File: src/rtl/hazard_if.sv
// hazard_if: pipeline-side signals exchanged with the hazard controller
interface hazard_if #(parameter int CNT_W = 16);
  logic [6:0]       id_opcode;
  logic [4:0]       id_rs1;
  logic [4:0]       id_rs2;
  logic             ex_memread;
  logic [4:0]       ex_rd;
  logic             ex_branch_taken;
  logic             mem_busy;
  logic             pc_write;
  logic             ifid_write;
  logic             ifid_flush;
  logic             idex_write;
  logic             idex_bubble;
  logic [1:0]       state;
  logic [CNT_W-1:0] stall_cnt;
  logic [CNT_W-1:0] flush_cnt;
  modport master (
    output id_opcode, id_rs1, id_rs2, ex_memread, ex_rd, ex_branch_taken, mem_busy,
    input  pc_write, ifid_write, ifid_flush, idex_write, idex_bubble, state, stall_cnt, flush_cnt
  );
  modport slave (
    input  id_opcode, id_rs1, id_rs2, ex_memread, ex_rd, ex_branch_taken, mem_busy,
    output pc_write, ifid_write, ifid_flush, idex_write, idex_bubble, state, stall_cnt, flush_cnt
  );
endinterface

File: src/rtl/hazard_controller.sv
// hazard_controller: load-use stall, branch flush and memory freeze sequencing
module hazard_controller #(
  parameter int LOAD_STALL_CYCLES = 1,
  parameter int CNT_W = 16
) (
  input logic     clk,
  input logic     rst,
  hazard_if.slave bus
);
  typedef enum logic [1:0] {RUN = 2'd0, LU_STALL = 2'd1, FREEZE = 2'd2} state_t;
  localparam logic [2:0] LU_INIT = 3'(LOAD_STALL_CYCLES - 1);
  state_t state_q, state_d, eff;
  logic [2:0] lu_cnt_q, lu_cnt_d;
  logic ret_lu_q, ret_lu_d;
  logic use1, use2, hz, stall_inc, flush_inc;
  logic pc_write, ifid_write, ifid_flush, idex_write, idex_bubble;
  logic [CNT_W-1:0] stall_cnt, flush_cnt;
  // register-use decode and load-use hazard detect; x0 is never a hazard
  always_comb begin
    use2 = bus.id_opcode inside {7'b0110011, 7'b0100011, 7'b1100011};
    use1 = use2 || (bus.id_opcode inside {7'b0000011, 7'b0010011, 7'b1100111});
    hz = bus.ex_memread && (bus.ex_rd != 5'd0) &&
         ((use1 && bus.ex_rd == bus.id_rs1) || (use2 && bus.ex_rd == bus.id_rs2));
  end
  // next state and control; a freeze exit behaves as the state it returns to
  always_comb begin
    eff = (state_q == FREEZE && !bus.mem_busy) ? (ret_lu_q ? LU_STALL : RUN) : state_q;
    state_d = eff;
    lu_cnt_d = lu_cnt_q;
    ret_lu_d = ret_lu_q;
    {pc_write, ifid_write, ifid_flush, idex_write, idex_bubble} = 5'b00000;
    stall_inc = 1'b0;
    flush_inc = 1'b0;
    if (rst) begin
      {ifid_flush, idex_write, idex_bubble} = 3'b111;
    end else if (bus.mem_busy) begin
      stall_inc = 1'b1;
      state_d = FREEZE;
      ret_lu_d = (state_q == FREEZE) ? ret_lu_q : (state_q == LU_STALL);
    end else if (eff == LU_STALL) begin
      {idex_write, idex_bubble} = 2'b11;
      stall_inc = 1'b1;
      lu_cnt_d = (lu_cnt_q != 3'd0) ? lu_cnt_q - 3'd1 : 3'd0;
      state_d = (lu_cnt_q > 3'd1) ? LU_STALL : RUN;
    end else if (bus.ex_branch_taken) begin
      {pc_write, ifid_write, ifid_flush, idex_write, idex_bubble} = 5'b11111;
      flush_inc = 1'b1;
    end else if (hz) begin
      {idex_write, idex_bubble} = 2'b11;
      stall_inc = 1'b1;
      lu_cnt_d = (LOAD_STALL_CYCLES > 1) ? LU_INIT : lu_cnt_q;
      state_d = (LOAD_STALL_CYCLES > 1) ? LU_STALL : RUN;
    end else begin
      {pc_write, ifid_write, idex_write} = 3'b111;
    end
  end
  // state, stall sequencing and saturating performance counters
  always_ff @(posedge clk) begin
    if (rst) begin
      state_q <= RUN;
      lu_cnt_q <= 3'd0;
      ret_lu_q <= 1'b0;
      stall_cnt <= '0;
      flush_cnt <= '0;
    end else begin
      state_q <= state_d;
      lu_cnt_q <= lu_cnt_d;
      ret_lu_q <= ret_lu_d;
      if (stall_inc && !(&stall_cnt)) stall_cnt <= stall_cnt + CNT_W'(1);
      if (flush_inc && !(&flush_cnt)) flush_cnt <= flush_cnt + CNT_W'(1);
    end
  end
  assign bus.pc_write = pc_write;
  assign bus.ifid_write = ifid_write;
  assign bus.ifid_flush = ifid_flush;
  assign bus.idex_write = idex_write;
  assign bus.idex_bubble = idex_bubble;
  assign bus.state = state_q;
  assign bus.stall_cnt = stall_cnt;
  assign bus.flush_cnt = flush_cnt;
endmodule
File: src/flat_wrapper.sv
// flat-port wrapper written by rule: the top's interface ports become plain ports
module hazard_controller_flat 
#(
  parameter int LOAD_STALL_CYCLES = 1,
  parameter int CNT_W = 16
)
  (clk, rst, bus_id_opcode, bus_id_rs1, bus_id_rs2, bus_ex_memread, bus_ex_rd, bus_ex_branch_taken, bus_mem_busy, bus_pc_write, bus_ifid_write, bus_ifid_flush, bus_idex_write, bus_idex_bubble, bus_state, bus_stall_cnt, bus_flush_cnt);
  hazard_if #(.CNT_W(CNT_W)) bus_i ();
  input logic clk;
  input logic rst;
  input wire logic [$bits(bus_i.id_opcode)-1:0] bus_id_opcode;
  input wire logic [$bits(bus_i.id_rs1)-1:0] bus_id_rs1;
  input wire logic [$bits(bus_i.id_rs2)-1:0] bus_id_rs2;
  input wire logic [$bits(bus_i.ex_memread)-1:0] bus_ex_memread;
  input wire logic [$bits(bus_i.ex_rd)-1:0] bus_ex_rd;
  input wire logic [$bits(bus_i.ex_branch_taken)-1:0] bus_ex_branch_taken;
  input wire logic [$bits(bus_i.mem_busy)-1:0] bus_mem_busy;
  output wire logic [$bits(bus_i.pc_write)-1:0] bus_pc_write;
  output wire logic [$bits(bus_i.ifid_write)-1:0] bus_ifid_write;
  output wire logic [$bits(bus_i.ifid_flush)-1:0] bus_ifid_flush;
  output wire logic [$bits(bus_i.idex_write)-1:0] bus_idex_write;
  output wire logic [$bits(bus_i.idex_bubble)-1:0] bus_idex_bubble;
  output wire logic [$bits(bus_i.state)-1:0] bus_state;
  output wire logic [$bits(bus_i.stall_cnt)-1:0] bus_stall_cnt;
  output wire logic [$bits(bus_i.flush_cnt)-1:0] bus_flush_cnt;
  assign bus_i.id_opcode = bus_id_opcode;
  assign bus_i.id_rs1 = bus_id_rs1;
  assign bus_i.id_rs2 = bus_id_rs2;
  assign bus_i.ex_memread = bus_ex_memread;
  assign bus_i.ex_rd = bus_ex_rd;
  assign bus_i.ex_branch_taken = bus_ex_branch_taken;
  assign bus_i.mem_busy = bus_mem_busy;
  assign bus_pc_write = bus_i.pc_write;
  assign bus_ifid_write = bus_i.ifid_write;
  assign bus_ifid_flush = bus_i.ifid_flush;
  assign bus_idex_write = bus_i.idex_write;
  assign bus_idex_bubble = bus_i.idex_bubble;
  assign bus_state = bus_i.state;
  assign bus_stall_cnt = bus_i.stall_cnt;
  assign bus_flush_cnt = bus_i.flush_cnt;
  hazard_controller #(.LOAD_STALL_CYCLES(LOAD_STALL_CYCLES), .CNT_W(CNT_W)) u_core (.clk(clk), .rst(rst), .bus(bus_i));
endmodule
File: config.mk
export PLATFORM = sky130hd
export DESIGN_NAME = hazard_controller_flat
export DESIGN_NICKNAME = d
export VERILOG_FILES = /design/src/rtl/hazard_if.sv /design/src/rtl/hazard_controller.sv /design/src/flat_wrapper.sv
export SDC_FILE = /design/constraint.sdc
export NUM_CORES = 1
export LEC_CHECK = 0
export BUFFER_PORTS_ARGS = -buffer_cell sky130_fd_sc_hd__buf_2
export CAP_MARGIN = 20
export CORE_MARGIN = 10
export CORE_UTILIZATION = 55
export CTS_CLUSTER_DIAMETER = 100
export DETAILED_ROUTE_END_ITERATION = 7
export PLACE_DENSITY = 0.88
export SYNTH_ARGS = -nofsm -noshare
export SYNTH_HDL_FRONTEND = slang
export SYNTH_SLANG_ARGS = --single-unit
File: constraint.sdc
create_clock -name clk -period 6.37 [get_ports clk]
set_input_delay 1.274 -clock clk [delete_from_list [all_inputs] [get_ports clk]]
set_output_delay 1.274 -clock clk [all_outputs]
set_load 0.01 [all_outputs]
==> impl_results.md <==
* Vias at 2000
* Final min period at 4.049 ns
* Worst slew margin at 0.5625
* IO Port Bufs at 65
* EDFF count, synth at 0
* Largest net degree at the start of global routing at 38
* H-tree levels at 2
* Seq/Total Area, Yosys at 0.3610
* Max-Cap Viols at 0
* Synthesis-to-layout area growth at 22.09%
* LEAKAGE at 1.125 nW
* Sum Neg Setup Slack at 0 ns
* Via-per-instance ratio at 5.587
* Die H at 81.90 um
* Worst Path Max Fanout at 7
* CP max stage delay at 0.34 ns
* Ys Warns at 0
* Synthesized flop and latch total at 38
* Max clock buf depth at 2
* Critical path arrival at 2.78 ns
* CTS clk-pin slew, worst paths at 0.07 ns
* Share of cells above drive strength 1 at 0.2903
* # setup viols final at 0
* Antenna-violating nets left at 0
* Die Width at 81.90 um
* Clk sinks at 38
* Fmax at 247.0 MHz
* Drt first pass iters at 4
* Top_reg_cell synth: dfxtp_1
* Status: completed
* Die area at 0.006707 mm^2
* Final-report hold violation count at 0
* CP Class: input port to primary output
* Resized Gates After CTS at 0
* Utilization after layout at 0.6974
* Post-CTS Repair Setup Buffers at 0
* Initial core utilization at 0.5712
* Endpoint class of the critical path: primary output
* RSZ-0062 raised after global routing: no
* Pins over their slew limit at 0
* Slew @ Worst Pin at 0.6562 ns
* Routability cong. at 0.9118
* Cell Area, Synth at 0.002107 mm^2
* Clock tree root driver cell: clkbuf_8
* P per Cell Area at 186.2 mW/mm^2
* CP max stage cell: a2111oi_4
* # IOs at 66
* Remaining Overflow, GRT at 0
* Fillers at 313
* Post-DP HPWL at 4008 um
* HP Class: flip-flop to flip-flop
* Clock skew at 0.006081 ns
* Cell variety after synth at 49
* Routed WL per cell at 14.84 um
* Site row count at 22
* Crit path buffers/inverters at 2
* # diodes at 0
* Clock Latency Late Sink at 0.29 ns
* CP startpoint kind: input port
* Mapped Cells at 244
* Period utilization at 0.6356
* CP required at 5.10 ns
* All-Layer GR Usage at 0.1572
* Syn_nets at 275
* Vias in the first global route at 1943
* CTS tree: built
* Hold-fix buffers at CTS at 0
* Async set-or-reset flop fraction in the synthesized netlist at 0
* WL final at 5312 um
* Cell Chain, Critical Path: buf_2, xor2_1, a2111oi_4, nand4_2, a21o_4, a41o_1, nand2_1, buf_2
* Initial DRC count at 92
* Peak supply drop at 189.8 uV
* Most common cell after layout, fill and taps aside: buf_2
* Fin nets at 340
* Core ar. at 0.003689 mm^2
* Gate family responsible for the most delay along the worst path: compound AO/OA/AOI/OAI gates
* Most used cell, CP: buf_2
* First-pass GRT wire length at 8590 um
* Mean post-synth cell area at 8.635 um^2
* Commonest non-fill, non-tap cells in the layout: buf_2 (65), dfxtp_1 (38), nor2_1 (34)
* CTS Buf Count at 5
* Pwr Total at 0.4791 mW
* Drc violations at 0
* Initial antenna violation count at 0
[worst paths after layout]
check,startpoint,endpoint,slack [ns],cells past startpoint
hold reg to reg,u_core.bus.stall_cnt[5],u_core.bus.stall_cnt[5],0.50,1
hold / removal,u_core.bus.stall_cnt[5],u_core.bus.stall_cnt[5],0.50,1
setup reg to reg,u_core.bus.state[1],u_core.bus.flush_cnt[11],4.08,7
setup / recovery,bus_ex_rd[1],bus_idex_bubble,2.32,8
[worst register-to-register path: cells and delay by family, from the launching register on]
kind,cells,cell delay (ns)
AND/OR/NAND/NOR,5,1.30
AO/OA/AOI/OAI,1,0.28
XOR/XNOR,1,0.17
flip-flops,1,0.40
[area by class of cell]
| type | instances | area [um^2] | share of cell area |
|---|---|---|---|
| multi-input cells | 191 | 1286 | 0.5000 |
| flip-flops and latches | 38 | 760.7 | 0.2957 |
| repair buffers | 65 | 325.3 | 0.1265 |
| clock buffers | 8 | 110.1 | 0.04280 |
| well taps | 48 | 60.06 | 0.02335 |
| inverters | 8 | 30.03 | 0.01167 |
[synthesized netlist by cell type, types with 2 or more instances]
cell type / number / area share
nand3_1: 15 / 0.036
nor4_1: 4 / 0.012
and3_1: 5 / 0.015
a31oi_1: 2 / 0.0059
clkbuf_1: 5 / 0.0089
a2111oi_4: 2 / 0.026
nor2b_1: 4 / 0.012
o21a_1: 4 / 0.014
a21o_4: 2 / 0.014
mux2_2: 2 / 0.011
nor3_1: 2 / 0.0048
or2_2: 3 / 0.0089
nand2_1: 22 / 0.039
or3_1: 4 / 0.012
mux2i_1: 4 / 0.019
and4_1: 3 / 0.012
o21ai_0: 8 / 0.019
a21oi_1: 9 / 0.021
nand3b_1: 3 / 0.011
xor2_1: 15 / 0.062
inv_1: 8 / 0.014
nor2_1: 34 / 0.061
ha_1: 4 / 0.024
xnor2_1: 11 / 0.046
a31o_2: 3 / 0.012
nand4_1: 6 / 0.018
dfxtp_1: 38 / 0.36
[routing by layer]
metal  part of all wire  vias up  GRT usage
met4              0.018        0    0.06463
met5                  0        -          0
li1                   -      990          -
met1               0.40      916     0.1722
met2               0.48       84     0.2806
met3               0.10       10    0.04148
[power by group]
part           switching, mW  total (mW)  leakage, nW  internal, mW
Combinational         0.0259      0.0441        0.761        0.0182
Sequential           0.00264       0.242        0.307         0.239
Clock                 0.0838       0.193       0.0575         0.109
[through the flow]
| step | hold slack, ns | instance area, um^2 | instances | setup WS, ns |
|---|---|---|---|---|
| 2_1_floorplan | 0.4809 | 2107 | 244 | 2.546 |
| 3_3_place_gp | 0.4858 | 2462 | 350 | 2.342 |
| 3_5_place_dp | 0.4908 | 2462 | 350 | 2.327 |
| 4_1_cts | 0.4991 | 2572 | 358 | 2.307 |
| 5_1_grt | 0.5224 | 2572 | 358 | 2.194 |
| 6_report | 0.5020 | 2572 | 358 | 2.321 |
[flip-flops by register name (all words and copies together) (netlist names)]
| register | cells |
|---|---|
| u_core.bus.flush_cnt | 16 |
| u_core.bus.stall_cnt | 16 |
| u_core.lu_cnt_q | 3 |
| u_core.bus.state | 2 |
| u_core.ret_lu_q | 1 |
[cell families (layout without fill, tap and decap cells)]
family                   Yosys count  after routing  share of synthesized area
AND/OR/NAND/NOR                  113            113                     0.2815
AO/OA/AOI/OAI                     41             41                     0.1621
flip-flops                        38             38                     0.3610
XOR/XNOR                          26             26                     0.1081
buffers and inverters             15             81                    0.02850
multiplexers                       7              7                    0.03504
adder cells (fa/ha/maj)            4              4                    0.02375
Note: power is estimated with default switching activity, not from simulation.
